**src/rtl/segment_window_stats.sv**
```systemverilog
// Windowed pixel pass-through for one horizontal band, with per-window dark-pixel counts
// accumulated over a frame and snapshotted at the following frame start.
module segment_window_stats #(
   parameter int NUM_SEG   = 6,
   parameter int X0        = 51,
   parameter int SEG_W     = 74,
   parameter int SEG_PITCH = 90,
   parameter int Y0        = 151,
   parameter int Y1        = 299,
   parameter int DARK_TH   = 24,
   parameter int CNT_W     = 14
) (
   input  logic             clk,
   input  logic             rst,
   input  logic             pix_en,
   input  logic             en,
   input  logic [9:0]       hcnt,
   input  logic [9:0]       vcnt,
   input  logic [11:0]      pixelIn,
   output logic [11:0]      pixelOut,
   output logic             in_seg,
   output logic [2:0]       seg_idx,
   output logic             res_valid,
   input  logic [2:0]       seg_sel,
   output logic [CNT_W-1:0] seg_count
);

   localparam int LAST_COL = X0 + (NUM_SEG - 1) * SEG_PITCH + SEG_W - 1;
   localparam logic [CNT_W-1:0] CNT_MAX = {CNT_W{1'b1}};

   if (NUM_SEG < 1 || NUM_SEG > 8 || SEG_W < 1 || SEG_PITCH < SEG_W || X0 < 0 ||
       LAST_COL > 1023 || Y0 < 0 || Y1 < Y0 || Y1 > 1023 || CNT_W < 1) begin : gCfgErr
      $error("segment_window_stats: invalid window configuration");
   end

   // state | meaning
   // IDLE  | statistics off, accumulators held at zero
   // ARMED | waiting for the first frame start; partial frame is discarded
   // ACCUM | counting dark pixels, publishing a snapshot at every frame start
   typedef enum logic [1:0] {IDLE, ARMED, ACCUM} state_t;

   state_t           state;
   logic [CNT_W-1:0] acc  [NUM_SEG];
   logic [CNT_W-1:0] snap [NUM_SEG];

   logic       inBand;
   logic       hit;
   logic [2:0] hitIdx;
   logic [5:0] lumSum;
   logic       dark;
   logic       countHit;
   logic       fs;

   // Window bounds are elaboration constants; the loop unrolls into plain comparators.
   always_comb begin
      inBand = (vcnt >= 10'(Y0)) && (vcnt <= 10'(Y1));
      hit    = 1'b0;
      hitIdx = '0;
      for (int k = 0; k < NUM_SEG; k++) begin
         if (inBand && (hcnt >= 10'(X0 + k * SEG_PITCH)) &&
             (hcnt <= 10'(X0 + k * SEG_PITCH + SEG_W - 1))) begin
            hit    = 1'b1;
            hitIdx = 3'(k);
         end
      end
      lumSum   = 6'(pixelIn[11:8]) + 6'(pixelIn[7:4]) + 6'(pixelIn[3:0]);
      dark     = lumSum < 6'(DARK_TH);
      countHit = hit && dark;
      fs       = pix_en && (hcnt == 10'd0) && (vcnt == 10'd0);
   end

   always_ff @(posedge clk) begin
      if (rst) begin
         state     <= IDLE;
         pixelOut  <= '0;
         in_seg    <= 1'b0;
         seg_idx   <= '0;
         res_valid <= 1'b0;
         for (int k = 0; k < NUM_SEG; k++) begin
            acc[k]  <= '0;
            snap[k] <= '0;
         end
      end else begin
         res_valid <= 1'b0;

         if (pix_en) begin
            pixelOut <= hit ? pixelIn : 12'h000;
            in_seg   <= hit;
            seg_idx  <= hitIdx;
         end

         // Dropping en does not wait for a pixel beat.
         if (!en) begin
            state <= IDLE;
            for (int k = 0; k < NUM_SEG; k++) acc[k] <= '0;
         end else if (pix_en) begin
            unique case (state)
               IDLE: state <= ARMED;
               ARMED: begin
                  if (fs) begin
                     state <= ACCUM;
                     for (int k = 0; k < NUM_SEG; k++)
                        acc[k] <= (countHit && hitIdx == 3'(k)) ? CNT_W'(1) : '0;
                  end
               end
               ACCUM: begin
                  if (fs) begin
                     res_valid <= 1'b1;
                     // The frame-start pixel belongs to the new frame.
                     for (int k = 0; k < NUM_SEG; k++) begin
                        snap[k] <= acc[k];
                        acc[k]  <= (countHit && hitIdx == 3'(k)) ? CNT_W'(1) : '0;
                     end
                  end else if (countHit) begin
                     for (int k = 0; k < NUM_SEG; k++)
                        if (hitIdx == 3'(k) && acc[k] != CNT_MAX) acc[k] <= acc[k] + CNT_W'(1);
                  end
               end
               default: state <= IDLE;
            endcase
         end
      end
   end

   always_comb begin
      seg_count = '0;
      for (int k = 0; k < NUM_SEG; k++)
         if (seg_sel == 3'(k)) seg_count = snap[k];
   end

endmodule

```
**config.mk**
```make
export PLATFORM = sky130hd
export DESIGN_NAME = segment_window_stats
export DESIGN_NICKNAME = d
export VERILOG_FILES = /design/src/rtl/segment_window_stats.sv
export SDC_FILE = /design/constraint.sdc
export NUM_CORES = 1
export LEC_CHECK = 0
export BUFFER_PORTS_ARGS = -buffer_cell sky130_fd_sc_hd__buf_4
export CORE_AREA = 2 2 168 170
export DETAILED_ROUTE_END_ITERATION = 8
export DIE_AREA = 0 0 170 172
export HOLD_SLACK_MARGIN = 0.12
export PLACE_DENSITY = 0.59
export SLEW_MARGIN = 40
export SYNTH_ARGS = -nofsm -noshare
export SYNTH_HDL_FRONTEND = slang
export SYNTH_SLANG_ARGS = --single-unit
```
**constraint.sdc**
```tcl
create_clock -name clk -period 4.8 [get_ports clk]
set_input_delay 0.72 -clock clk [delete_from_list [all_inputs] [get_ports clk]]
set_output_delay 0.72 -clock clk [all_outputs]
set_load 0.02 [all_outputs]
```
Word-level counts from Yosys, hierarchy flattened:

Memory sizes are Yosys's and may differ from the RTL's.
Index checks and enable logic that the tools add are counted.

* register bits: 19
* memory bits (writable): 168
* input bits: 39
* memories: 2

* $add $sub $neg: 8
* magnitude comparators: 15
* equality and inequality tests: 19
* muxes and demuxes: 120
* bitwise operators: 32
* reductions and logical operators: 35

Memory list
* acc: depth 6, width 14, rd ports 6, clocked after Yosys merged registers in 0, wr ports 6, line 43 `logic [CNT_W-1:0] acc [NUM_SEG];`
* snap: depth 6, width 14, rd ports 6, clocked after Yosys merged registers in 0, wr ports 6, line 44 `logic [CNT_W-1:0] snap [NUM_SEG];`

Operator list (count)
* 14-bit 2-to-1 mux: 36
* 14-bit by 1-bit adder with 14-bit output (second input constant): 6
* 14-bit != test (second input constant): 6
* 1-bit 2-to-1 mux: 77
* 10-bit by 9-bit <= comparator with 1-bit output (second input constant): 4
* 10-bit by 8-bit greater-or-equal comparator with 1-bit output (second input constant): 3
* 10-bit by 9-bit greater-or-equal comparator with 1-bit output (second input constant): 3
* 1-bit bitwise OR: 30
* 1-bit logical AND: 28
* 10-bit zero test: 2
* 3-bit by 2-bit == test with 1-bit output (second input constant): 4
* 3-bit == test (second input constant): 4
* 12-bit 2-to-1 mux: 1
* 3-bit 2-to-1 mux: 4
* 10-bit by 6-bit greater-or-equal comparator with 1-bit output (second input constant): 1
* 10-bit <= comparator (second input constant): 1
* 10-bit by 7-bit <= comparator with 1-bit output (second input constant): 1
* 10-bit by 8-bit <= comparator with 1-bit output (second input constant): 1
* 5-bit by 4-bit adder with 6-bit output: 1
* 3-bit by 1-bit == test with 1-bit output (second input constant): 2
* 3-bit zero test: 2
* 6-bit by 5-bit < comparator with 1-bit output (second input constant): 1
* 2-bit one-hot mux with 3 select lines: 1
* 4-bit by 4-bit adder with 5-bit output: 1
* 8 further kinds: 9

Logic depth before layout (Yosys ltp):

Gate-level depths: netlist of run 1.

* depth after elaboration: 20
* mapped depth: 10

Worst setup path after synthesis of run 1:

Ideal clock, no wire load.

* path kind: input to register
* from: in pixelIn[3]
* to: mem acc[4][0], enable pin
* arrival: 3.670 ns
* slack: 0.726 ns
* cell stages on the path: 10
* cells stage by stage: inv_1 fa_1 inv_1 ha_1 inv_1 o31a_1 o21ai_0 nand3_1 clkbuf_1 o21ai_0

RTL lines
* start, declared: line 19 `input logic [11:0] pixelIn,`
* end, declared: line 43

==> flow_summary.json, run 1 <==
{
  "endpoint_kind": "flip-flop",
  "syn_inst": 828,
  "layout_commonest_cell": "edfxtp_1",
  "synth_seq_cells": 187,
  "switching_share_pct": 24.85,
  "critPathBufInv": 6,
  "ys_warn_count": 0,
  "timing.clock.skew_ns": 0.01137,
  "report.final.slew_viol_count": 0,
  "mostFrequentLayoutCells": "edfxtp_1 (168), nor2_1 (88), and2_1 (87)",
  "drive_above_1_share_pct": 14.27,
  "power.switching_uw": 883.0,
  "vdd_drop_max_uv": 281.5,
  "grt.busiest_layer": "met2",
  "synth_area_mm2": 0.009460,
  "p_leak_nw": 3.933,
  "cp_max_fo": 15,
  "antenna_found_initial": 0,
  "crit_required_ns": 4.87,
  "critical_path.endpoint": "acc[0][13]",
  "io_buffers": 69,
  "die_x_um": 170,
  "cp_slowest_cell": "fa_1",
  "htree_levels": 4,
  "stdcell_area_mm2": 0.01092,
  "ioPinCount": 70,
  "drtPass1Iterations": 5,
  "worstHoldPathType": "flip-flop to flip-flop",
  "clk_path_buf_depth": 2,
  "timing.final.crit_share_pct": 64.80,
  "fp.coreArea_mm2": 0.02748,
  "overflow": 0,
  "areaGrowthSynthToFinish_pct": 15.46,
  "min_period_ns": 3.110,
  "post_drt_wl_per_cell_um": 17.52,
  "path_cells": "buf_4 > inv_1 > fa_1 > inv_1 > ha_1 > inv_1 > o31a_1 > o21ai_0 > buf_4 > nand4_1 > buf_4 > nand2_1",
  "met3_usage_pct": 3.067,
  "worstSetupPathDepth": 12,
  "grt_pass1_wl_um": 34340,
  "cp_top_family": "adder cells",
  "cts_tree": "built",
  "nFillCells": 2627,
  "ys_seq_area_share_pct": 57.35,
  "synth.largest_area_cell": "edfxtp_1",
  "cts-root-buf": "clkbuf_16",
  "vias": 6328,
  "cap_violations": 0,
  "synth_area_per_cell_um2": 11.43,
  "cts_hold_buf": 0,
  "rsz0062_at_grt": "no",
  "clk_pin_slew_ns": 0.08,
  "r2r_slack_ns": 2.11,
  "seqPwrFrac_pct": 52.6,
  "slowest_delay_ns": 0.53,
  "crit_path_start": "pixelIn[3]",
  "drt_wl_total_um": 21890,
  "worstReg2RegEnd": "acc[0][13]",
  "relSlewSlack_pct": 38.36,
  "cts-resized-gates": 0,
  "yosys_most_used_dff": "edfxtp_1",
  "ys_types": 57,
  "post-cts-setup-buffers": 0,
  "dieArea_mm2": 0.02924,
  "drc_errors": 0,
  "cts_made_buffers": 17,
  "avgViaCountPerCell": 5.062,
  "tns_ns": 0,
  "r2r_cells": 7,
  "internal_power_mw": 2.670,
  "clk_latency_ns": 0.44,
  "p_clk_share_pct": 40.3,
  "postSynth.asyncResetShare_pct": 0,
  "yosys-top-cells-area": "edfxtp_1 (53%), and2_1 (5.8%), dfxtp_1 (4.0%)",
  "synth_nets": 879,
  "place.gp.congestion": 0.8256,
  "initial_utilization_pct": 34.43,
  "synth_edf_count": 168,
  "final-setup-viol-count": 0,
  "synth_top_cell_area_share_pct": 53.33,
  "die_h_um": 172,
  "diodes": 0,
  "place_area_mm2": 0.01032,
  "r2r-start": "acc[0][0]",
  "combPwrFrac_pct": 7.1,
  "drtIter0Drc": 595,
  "pre_cts_ws_ns": 1.200,
  "use_met2_pct": 23.25,
  "cp.arrival_ns": 3.18,
  "worstSetupPathType": "input pin to flip-flop",
  "power.density_mw_per_mm2": 325.3,
  "final_antenna_net_count": 0,
  "finish.net_count": 942,
  "grt_max_degree": 86,
  "first_global_vias": 6165,
  "cts_sinks": 187,
  "worst_pin_slew_ns": 0.9227,
  "critPathLaunchType": "input pin",
  "rows": 61,
  "fmax_ghz": 0.3215,
  "run_status": "finished, final reports clean",
  "dpl.hpwl_um": 15850,
  "grtUsageMet1_pct": 22.71,
  "finalHoldViolations": 0,
  "grt_util_all_layers_pct": 15.50,
  "setup_ws_ns": 1.690
}
## cell usage after synthesis, drive strengths merged, types with 2 or more instances
| master | count |
|---|---|
| a21oi | 16 |
| mux2i | 21 |
| a2111oi | 2 |
| nor3 | 34 |
| and3 | 12 |
| edfxtp | 168 |
| a21o | 2 |
| nand2b | 8 |
| o21ai | 18 |
| xor2 | 39 |
| a211oi | 3 |
| a211o | 2 |
| clkbuf | 22 |
| a21boi | 3 |
| o22ai | 8 |
| buf | 14 |
| nand2 | 74 |
| nor2 | 89 |
| mux4 | 8 |
| nand4 | 19 |
| or2 | 2 |
| a22oi | 2 |
| nor4 | 8 |
| nor4b | 2 |
| nor2b | 3 |
| dfxtp | 19 |
| and4 | 10 |
| o31ai | 3 |
| o2111ai | 3 |
| o221ai | 7 |
| inv | 30 |
| o211ai | 8 |
| o21a | 2 |
| and2 | 87 |
| nor3b | 3 |
| ha | 9 |
| xnor2 | 33 |
| nand3 | 23 |
| fa | 3 |
## tightest hold or removal path, stage by stage, from the launching register on
cell	delay, ns
dfxtp_1	0.31
nand2_1	0.05
o21ai_1	0.05
## cell type report
class                   count  area (um^2)  area share (%)
flip-flops and latches    187         5425           49.67
multi-input cells         575         3741           34.25
repair buffers             80        613.1           5.613
well taps                 346        432.9           3.963
clock buffers              17        425.4           3.895
clock inverters            15        172.7           1.581
inverters                  30        112.6           1.031
## stage by stage
step                      hold WS (ns)  util, %  cells  total power, mW
after detailed placement        0.4390    37.58   1218            2.160
after global routing            0.4634    39.75   1250            3.672
after CTS                       0.4497    39.75   1250            3.581
after floorplan                 0.5206        -    828            2.044
final                           0.4481    39.75   1250            3.553
after global placement          0.4332    37.54   1217            2.156
## state kept, by name (all words and copies together) (netlist names)
| register | count |
|---|---|
| snap | 84 |
| pixelOut | 12 |
| in_seg | 1 |
| state | 2 |
| acc | 84 |
| res_valid | 1 |
| seg_idx | 3 |
## power by group through the flow
stage	sequential (mW)	clock [mW]	combinational, mW
after global routing	1.88	1.52	0.279
final	1.87	1.43	0.254
after floorplan	1.89	0	0.155
after CTS	1.87	1.46	0.256
after global placement	1.90	0	0.252
after detailed placement	1.91	0	0.255
## layer usage
layer,routed length [um],up-vias
li1,-,3100
met1,10680,3026
met2,9624,181
met3,1272,21
met4,316,0
met5,0,-
## how the worst min path moves through the flow
| stage | start | to | slack [ns] | cells past startpoint |
|---|---|---|---|---|
| after floorplan | seg_idx[0] | seg_idx[0] | 0.52 | 2 |
| after global placement | pixelOut[8] | pixelOut[8] | 0.43 | 2 |
| after detailed placement | pixelOut[8] | pixelOut[8] | 0.44 | 2 |
| after CTS | pixelOut[8] | pixelOut[8] | 0.45 | 2 |
| after global routing | pixelOut[9] | pixelOut[9] | 0.46 | 2 |
| final | pixelOut[8] | pixelOut[8] | 0.45 | 2 |
## cells by family after synthesis
| family | synth area share (%) |
|---|---|
| buf+inv | 3.227 |
| mux | 4.126 |
| fa+ha+maj | 1.825 |
| simple gates | 20.67 |
| flops | 57.35 |
| compound gates | 6.137 |
| xor+xnor | 6.666 |
Power figures use the tool's default switching activity.
==> run 2, diff against run 1 <==
Clock period 4.8 ns to 3.2 ns, I/O delays scaled along.
==> run 2 against run 1 <==
Effect of this change:
- worst setup slack got worse by 1.2 ns
- register-to-register slack got worse by 1.2 ns
- combinational power increased by 53%
- clock-buffer cell count increased by 1
- non-clock buffer count increased by 7
- hold slack got worse by 0.16 ns
- sequential cell count unchanged
- clock power increased by 48%
- sequential power increased by 50%
- critical path type unchanged
- largest cell class unchanged
==> flow_summary.json, run 2 (synthesized netlist as in run 1, its figures left out) <==
{
  "worstSetupPathType": "input pin to flip-flop",
  "clk_path_buf_depth": 2,
  "endpoint_kind": "flip-flop",
  "finish.net_count": 949,
  "antenna_found_initial": 0,
  "drt_wl_total_um": 21470,
  "drc_errors": 0,
  "cts_hold_buf": 0,
  "crit_required_ns": 3.46,
  "cts_tree": "built",
  "grt_max_degree": 86,
  "clk_pin_slew_ns": 0.08,
  "dp_cells": 1225,
  "p_leak_nw": 3.993,
  "reg_top3": "acc: 84 flops, snap: 84 flops, pixelOut: 12 flops",
  "fin_util_pct": 40.19,
  "nFillCells": 2655,
  "report.final.slew_viol_count": 0,
  "cp.arrival_ns": 2.97,
  "fmax_ghz": 0.3682,
  "pre_cts_ws_ns": 0.04760,
  "avgViaCountPerCell": 5.014,
  "layout_commonest_cell": "edfxtp_1",
  "timing.clock.skew_ns": 0.01050,
  "final-setup-viol-count": 0,
  "rsz0062_at_grt": "no",
  "finalHoldViolations": 0,
  "initial_utilization_pct": 34.43,
  "rows": 61,
  "post_drt_wl_per_cell_um": 17.08,
  "die_h_um": 172,
  "r2r-start": "acc[2][0]",
  "min_from": "rst",
  "place_area_mm2": 0.01044,
  "internal_power_mw": 3.953,
  "run_status": "finished, final reports clean",
  "cp_max_fo": 25,
  "ioPinCount": 70,
  "worstHoldPathType": "input pin to flip-flop",
  "stdcell_area_mm2": 0.01104,
  "drtIter0Drc": 497,
  "min_period_ns": 2.716,
  "setup_ws_ns": 0.4842,
  "overflow": 0,
  "io_buffers": 69,
  "cts_made_buffers": 17,
  "timing.final.crit_share_pct": 84.87,
  "place.gp.congestion": 0.7875,
  "final_cells": 1257,
  "die_x_um": 170,
  "seqPwrFrac_pct": 52.8,
  "htree_levels": 4,
  "clk_latency_ns": 0.43,
  "grt_util_all_layers_pct": 15.41,
  "grt_pass1_wl_um": 34420,
  "cap_violations": 0,
  "post-cts-setup-buffers": 0,
  "vdd_drop_max_uv": 347.6,
  "worst_pin_slew_ns": 0.8456,
  "combPwrFrac_pct": 7.3,
  "cts-root-buf": "clkbuf_16",
  "power.switching_mw": 1.354,
  "crit_path_start": "pixelIn[3]",
  "relSlewSlack_pct": 43.62,
  "critPathLaunchType": "input pin",
  "areaGrowthSynthToFinish_pct": 16.73,
  "dpl.hpwl_um": 15470,
  "drtPass1Iterations": 5,
  "fp.coreArea_mm2": 0.02748,
  "drive_above_1_share_pct": 15.48,
  "cts-resized-gates": 0,
  "cts_sinks": 187,
  "diodes": 0,
  "switching_share_pct": 25.52,
  "first_global_vias": 6105,
  "p_clk_share_pct": 39.9,
  "final_antenna_net_count": 0,
  "power.density_mw_per_mm2": 480.6,
  "mostFrequentLayoutCells": "edfxtp_1 (168), nor2_1 (88), and2_1 (87)",
  "vias": 6303,
  "dieArea_mm2": 0.02924
}
## run 2: metal layers
metal | global-route usage [%] | wire length [um] | up-vias
li1 | - | - | 3125
met1 | 22.89 | 10580 | 3002
met2 | 22.68 | 9350 | 160
met3 | 3.273 | 1325 | 16
met4 | 4.348 | 214 | 0
met5 | 0 | 0 | -
## run 2: power by group through the flow
| stage | sequential [mW] | combinational, mW | clock [mW] |
|---|---|---|---|
| floorplan | 2.83 | 0.234 | 0 |
| global placement | 2.85 | 0.388 | 0 |
| detailed placement | 2.86 | 0.391 | 0 |
| CTS | 2.80 | 0.393 | 2.15 |
| global route | 2.81 | 0.427 | 2.25 |
| finish | 2.80 | 0.389 | 2.12 |
## run 2: per-stage QoR
step,power [mW],hold slack (ns),TNS (ns)
after floorplan,3.066,0.5206,-0.7515
after CTS,5.347,0.2779,0
after global routing,5.492,0.2869,0
after global placement,3.241,0.4322,0
after detailed placement,3.248,0.4393,0
final,5.307,0.2914,0
## run 2: path summary, 6_finish.rpt
path | to | slack, ns | depth (start not counted)
min reg2reg | pixelOut[10] | 0.45 | 2
max | acc[2][4] | 0.48 | 12
max reg2reg | acc[2][10] | 0.92 | 8
min | seg_idx[1] | 0.29 | 2
## run 2: cell type report
class                           instances  area [um^2]  area share (%)
Clock buffer                           18        429.2           3.886
Clock inverter                         14        167.7           1.518
Inverter                               30        112.6           1.020
Multi-Input combinational cell        575         3760           34.05
Sequential cell                       187         5425           49.13
Tap cell                              346        432.9           3.920
Timing Repair Buffer                   87        715.7           6.481
## run 2: critical path: stages
cell and delay (ns):
buf_4 0.07, inv_1 0.05, fa_1 0.54, inv_1 0.04
ha_1 0.26, inv_1 0.05, o31a_1 0.28, o21ai_0 0.23
buf_4 0.19, nand3_1 0.20, buf_4 0.33, nor3_1 0.23
